### src/rtl/serial_shift_unit.sv
// Multi-cycle shift engine: one single-bit step per clock, repeated shamt times,
// with a start/busy/done handshake toward the ALU writeback path.
module serial_shift_unit #(
  parameter int WIDTH = 32,
  parameter int CNT_W = 5
) (
  input  logic             clk,
  input  logic             rst,
  input  logic             start,
  input  logic [1:0]       op,
  input  logic [WIDTH-1:0] num,
  input  logic [CNT_W-1:0] shamt,
  output logic [WIDTH-1:0] result,
  output logic             busy,
  output logic             done
);

  localparam logic [1:0] IDLE  = 2'd0;
  localparam logic [1:0] SHIFT = 2'd1;
  localparam logic [1:0] DONE  = 2'd2;

  localparam logic [1:0] OP_SLL = 2'b00;
  localparam logic [1:0] OP_SRL = 2'b01;
  localparam logic [1:0] OP_SRA = 2'b10;
  localparam logic [1:0] OP_ROR = 2'b11;

  logic [1:0]       state_reg,  state_next;
  logic [WIDTH-1:0] shift_reg,  shift_next;
  logic [CNT_W-1:0] count_reg,  count_next;
  logic [1:0]       op_reg,     op_next;
  logic [WIDTH-1:0] result_reg, result_next;

  logic [WIDTH-1:0] step_val;
  logic [WIDTH-1:0] left_val;
  logic [WIDTH-1:0] right_val;
  logic             fill_bit;

  // Bit shifted into the MSB on right-moving steps.
  always_comb begin
    fill_bit = 1'b0;
    case (op_reg)
      OP_SRL:  fill_bit = 1'b0;
      OP_SRA:  fill_bit = shift_reg[WIDTH-1];
      OP_ROR:  fill_bit = shift_reg[0];
      default: fill_bit = 1'b0;
    endcase
  end

  // Per-bit one-step shifter: each bit picks its left or right neighbour.
  generate
    for (genvar gi = 0; gi < WIDTH; gi++) begin : g_step
      if (gi == 0) begin : g_lsb
        assign left_val[gi] = 1'b0;
      end else begin : g_lmid
        assign left_val[gi] = shift_reg[gi-1];
      end
      if (gi == WIDTH - 1) begin : g_msb
        assign right_val[gi] = fill_bit;
      end else begin : g_rmid
        assign right_val[gi] = shift_reg[gi+1];
      end
      assign step_val[gi] = (op_reg == OP_SLL) ? left_val[gi] : right_val[gi];
    end
  endgenerate

  always_comb begin
    state_next  = state_reg;
    shift_next  = shift_reg;
    count_next  = count_reg;
    op_next     = op_reg;
    result_next = result_reg;
    case (state_reg)
      IDLE: begin
        if (start) begin
          shift_next = num;
          op_next    = op;
          count_next = shamt;
          if (shamt == '0) begin
            // Zero-length shift skips SHIFT; result is the operand itself.
            state_next  = DONE;
            result_next = num;
          end else begin
            state_next = SHIFT;
          end
        end
      end
      SHIFT: begin
        shift_next = step_val;
        count_next = count_reg - 1'b1;
        if (count_reg == {{(CNT_W-1){1'b0}}, 1'b1}) begin
          state_next  = DONE;
          result_next = step_val;
        end
      end
      DONE: begin
        state_next = IDLE;
      end
      default: begin
        state_next = IDLE;
      end
    endcase
  end

  always_ff @(posedge clk) begin
    if (rst) begin
      state_reg  <= IDLE;
      shift_reg  <= '0;
      count_reg  <= '0;
      op_reg     <= OP_SLL;
      result_reg <= '0;
    end else begin
      state_reg  <= state_next;
      shift_reg  <= shift_next;
      count_reg  <= count_next;
      op_reg     <= op_next;
      result_reg <= result_next;
    end
  end

  assign result = result_reg;
  assign busy   = (state_reg != IDLE);
  assign done   = (state_reg == DONE);

endmodule

### config.mk
export PLATFORM = sky130hd
export DESIGN_NAME = serial_shift_unit
export DESIGN_NICKNAME = d
export VERILOG_FILES = /design/src/rtl/serial_shift_unit.sv
export SDC_FILE = /design/constraint.sdc
export NUM_CORES = 1
export LEC_CHECK = 0
export ABC_CLOCK_PERIOD_IN_PS = 2700
export CAP_MARGIN = 5
export CORE_AREA = 5 5 93 95
export CTS_BUF_LIST = sky130_fd_sc_hd__clkbuf_2 sky130_fd_sc_hd__clkbuf_4 sky130_fd_sc_hd__clkbuf_8
export DETAILED_ROUTE_END_ITERATION = 12
export DIE_AREA = 0 0 98 100
export GPL_ROUTABILITY_DRIVEN = 0
export GPL_TIMING_DRIVEN = 0
export PLACE_DENSITY = 0.76
export SYNTH_ARGS = -nofsm -noshare
export SYNTH_HDL_FRONTEND = slang
export SYNTH_SLANG_ARGS = --single-unit
### constraint.sdc
create_clock -name clk -period 2.7 [get_ports clk]
set_clock_uncertainty 0.1 [all_clocks]
set_input_delay 0.81 -clock clk [delete_from_list [all_inputs] [get_ports clk]]
set_output_delay 0.81 -clock clk [all_outputs]
set_load 0.02 [all_outputs]
* Word-level counts from Yosys, hierarchy flattened
Index checks and enable logic that the tools add are counted.
Widths: inputs -> output; s select.
** Word-level totals
- Flip-flop bits (word level) :: 73
** Cells by class
- Add/sub/neg operators :: 1
- Equality and inequality tests :: 8
- Muxes and demuxes :: 45
- Reduce and logical (&&, ||, !) cells :: 9
** Operators with widths (number)
- $mux 32 :: 4
- $pmux 32 s2 :: 2
- $mux 1 :: 32
- $pmux 5 s2 :: 1
- $eq 2x2->1 const B :: 3
- $mux 2 :: 3
- $ne 2x2->1 const B :: 3
- $reduce_and 2->1 :: 3
- $eq 5x1->1 const B :: 1
- $logic_not 5->1 :: 1
- $mux 5 :: 1
- $sub 5x1->5 const B :: 1
- $logic_not 2->1 :: 2
- $pmux 2 s2 :: 1
- $reduce_and 4->1 :: 1
- $reduce_bool 2->1 :: 2
- $eq 2x1->1 const B :: 1
- $pmux 1 s2 :: 1

* Longest topological paths before layout
- Depth after elaboration :: 5
- Gate-level depth with buffers :: 7
- Depth with buffers taken out :: 6

* Worst setup path after synthesis
OpenSTA, ideal clock, no wires.
- Path type :: in2reg
- Start point :: in shamt[3]
- End point :: reg result_reg[3] (netlist: result[3])
- Library setup time :: 0.070 ns
- Data arrival time :: 1.894 ns
- Path slack :: 0.635 ns
- Stages :: 5
- Buffers on the path :: 1
- Cell sequence :: nor3_1 -> a22oi_2 -> buf_6 -> a2111o_1 -> a21oi_1
** Between the ends
- Longest elaborated chain between the ends :: 3
** RTL lines
- start: declaration :: line 12 : input logic [CNT_W-1:0] shamt,
- $logic_not 5->1 :: line 78 : if (shamt == '0) begin
- $ne 2x2->1 (no line)
- $reduce_and 4->1 (no line)
- end signal: assignment :: line 116 : result_reg <= result_next;
- end: declaration :: line 31 : logic [WIDTH-1:0] result_reg, result_next;
Every way passes these cells.
A chain may end at the register's enable or synchronous reset.

* Worst setup path after layout
- Start point :: reg state_reg[1]
- End point :: out done
** Between the ends
- Longest elaborated chain between the ends :: 1
** RTL lines
- start: declaration :: line 27 : logic [1:0] state_reg, state_next;
- start signal: assignment :: line 112 : state_reg <= state_next;
- $eq 2x2->1 :: line 122 : assign done = (state_reg == DONE);
- end: declaration :: line 15 : output logic done
Every way passes these cells.

==> results.md <==
- WP data arrival: between 1.5 and 2 ns
- Worst reg2reg path startpoint: count_reg[1]$_SDFFE_PP0P_
- TritonRoute pass-1 iters: 5
- Max clock buf depth: 2
- Worst-Skew Late Latency: 0.36 ns
- H-tree Lvls: 3
- F_max: around 400 MHz
- Hold endpoint: result[4]$_SDFFE_PP0P_
- Port buffer count: between 70 and 80
- Max stage delay on crit path: ~0.34 ns
- Drt drc: 0
- Grt met3 use: 5.35%
- Root buf cell: clkbuf_8
- RSZ-0062 raised after global routing: no
- Share of cells above drive strength 1: about 8%
- Worst VDD drop: between 0.3 and 0.4 mV
- Critical path type: register to output port
- Post-synthesis sequential area ratio: 39.5%
- Via count: about 3600
- I/O pins: 76
- CP startpoint kind: register
- Cells along the critical path: buf_2 -> clkbuf_4 -> inv_1 -> nor2_1 -> dlygate4sd2_1
- Switching power share of the total: 29.3%
- First DRT Iteration DRCs: roughly 220
- Yosys Warn Count: 0
- Commonest non-fill, non-tap cell in the layout: dfxtp_1
- Combinational Power Share: between 20% and 30%
- Reg-to-reg setup timing slack: ~0.61 ns
- Worst hold path depth: 2
- Slew margin rel.: between 60% and 70%
- Commonest non-fill, non-tap cells in the layout: 73 x dfxtp_1, 72 x clkdlybuf4s50_1, 67 x a21oi_1
- Met2 Usage GRT: about a third
- Antenna diodes: 0
- Total chip power: 2.75 mW
- Met1 usage: a little over a quarter
- Post-route ant nets: 0
- Clock slew at reported path FFs: around 0.070 ns
- Sequential power share: between 40 and 50%
- NumNets Final: roughly 560
- Overall Global Routing Usage: 21.2%
- Initial antenna violation count: 0
- CP max stage cell: dlygate4sd2_1
- P_sw: around 810 µW
- Final count of pins violating max slew: 0
- Post-DR vias/cell: just under 6
- Reg-to-Reg End: result[22]$_SDFFE_PP0P_
- Clock Power Share: approximately a third
- CORE AREA: 7650 µm²
- PD cells: between 500 and 600 nW/µm²
- Post-synth EDFFs: 0
- Outcome: finished, final reports clean
- CTS Hold Bufs: 0
- Synthesized Nets: 471
- Die height: about 100 µm
- Setup-failing EPs final: 0
- Crit path required time: 1.79 ns
- TritonCTS Buffers: 9
- Wire per inst: approximately 17 µm
- Clock Sinks: 73
- Initial cell density of the core: 48.4%
- Largest net degree at the start of global routing: 12
- Share of synthesized flip-flops with an asynchronous set or reset: 0%
- Register bit total from synthesis: between 70 and 80
- Fin crit share: between 90% and 100%
- Worst-case reg-to-reg path depth: 7
- Row count: 32
- Global route total overflow: 0
- Max_cap viols: 0
- HP Class: register to register
- Post-synth top flop: dfxtp_1
- Die area: 9800 µm²
- Worst-Margin Slew: around 0.55 ns
- CTS tree: done
- Synthesized area per cell: between 8 and 9 µm²
- Hold_sp: result[4]$_SDFFE_PP0P_
- Distinct cell type count after synthesis: 38
- Setup crit end kind: output port
- Netlist Area Pre-Place: ~3700 µm²
- Post-layout min period: ~2.6 ns
- Worst hold margin: around 0.37 ns
- Post-Route WL: 10500 µm
- Peak fanout along the critical path: 10
- Most Crowded Layer GR: met2
- Synth Instances: roughly 430
- Hpwl dp: approximately 7500 µm
- Final count of hold timing violations: 0
- First-pass GRT wire length: ~17000 µm
- Die width: a little under 100 µm
- Internal power: ~1.9 mW
- Number of global-route vias before repair: around 3500
- Pleak: 1.84 nW
- Area Overhead vs Synth: 29.5%
- Critical path origin: state_reg[1]$_SDFFE_PP0P_
worst max-delay path, delay by kind of cell (launching register included):
family	cells	cell delay, ns
AND/OR/NAND/NOR	1	0.11
flip-flops	1	0.30
buffers and inverters	4	0.88
power by group through the flow:
stage / clock [mW] / sequential [mW] / combinational, mW
after floorplan: 0 / 1.24 / 0.386
after global placement: 0 / 1.23 / 0.577
after detailed placement: 0 / 1.24 / 0.586
after CTS: 0.935 / 1.21 / 0.592
after global routing: 0.976 / 1.22 / 0.647
final: 0.937 / 1.22 / 0.595
per-layer routing:
| metal | vias up | wire length (µm) |
|---|---|---|
| met1 | 1712 | 4660 |
| met3 | 17 | 697 |
| met5 | - | 0 |
| met4 | 0 | 203 |
| met2 | 119 | 4960 |
| li1 | 1764 | - |
synthesized netlist by cell type, types with 2 or more instances:
cell type | count | area (µm²)
dfxtp_1 | 73 | 1460
a21oi_1 | 67 | 335
nor2_1 | 46 | 173
nand2_1 | 35 | 131
mux2i_1 | 33 | 330
o21ai_0 | 31 | 155
a2111o_1 | 30 | 338
a211o_1 | 30 | 263
clkbuf_1 | 24 | 90.1
buf_2 | 11 | 55.1
inv_1 | 5 | 18.8
buf_1 | 4 | 15.0
nor3_1 | 4 | 20.0
buf_6 | 3 | 33.8
a211oi_1 | 2 | 15.0
a22oi_1 | 2 | 15.0
buf_4 | 2 | 15.0
ha_1 | 2 | 25.0
nor2b_1 | 2 | 12.5
o211ai_1 | 2 | 15.0
o22ai_1 | 2 | 12.5
cells by family after synthesis:
kind of cell / Yosys count / share of synthesized area [%]
buffers and inverters: 49 / 6.15
and+or+nand+nor: 94 / 11.2
AOI/OAI and AO/OA: 175 / 33.3
adders and majority gates: 2 / 0.676
muxes: 34 / 9.22
DFF: 73 / 39.5
layout make-up:
type                    count  area (µm²)
fillers                   643        2850
flip-flops and latches     73        1460
clock buffers              14         180
repair buffers             74         742
well taps                 102         128
plain buffers              44         216
clock inverters             2        35.0
multi-input cells         305        2010
inverters                   5        18.8
timing repair:
action	CTS	global route
resized for setup	5	1
setup endpoints to repair	2	1
buffers inserted	0	0
how the worst max path moves through the flow:
stage                                    endpoint  slack (ns)  cells after the start
after global routing      result[14]$_SDFFE_PP0P_        0.03                      6
after detailed placement  result[28]$_SDFFE_PP0P_       -0.18                      6
after CTS                                    busy        0.02                      3
final                                        done        0.15                      5
after global placement     result[5]$_SDFFE_PP0P_       -0.14                      6
after floorplan            result[3]$_SDFFE_PP0P_        0.64                      5
metrics by stage:
step | instance area, µm² | setup TNS (ns) | cells | utilization [%] | setup slack, ns
2_1_floorplan | 3700 | 0 | 427 | - | 0.635
3_3_place_gp | 4570 | -3.96 | 603 | 59.8 | -0.135
3_5_place_dp | 4570 | -4.12 | 603 | 59.8 | -0.176
4_1_cts | 4790 | 0 | 619 | 62.7 | 0.0187
5_1_grt | 4800 | 0 | 619 | 62.7 | 0.0335
6_report | 4800 | 0 | 619 | 62.7 | 0.147
No activity file was read; power rests on OpenSTA's default activity.
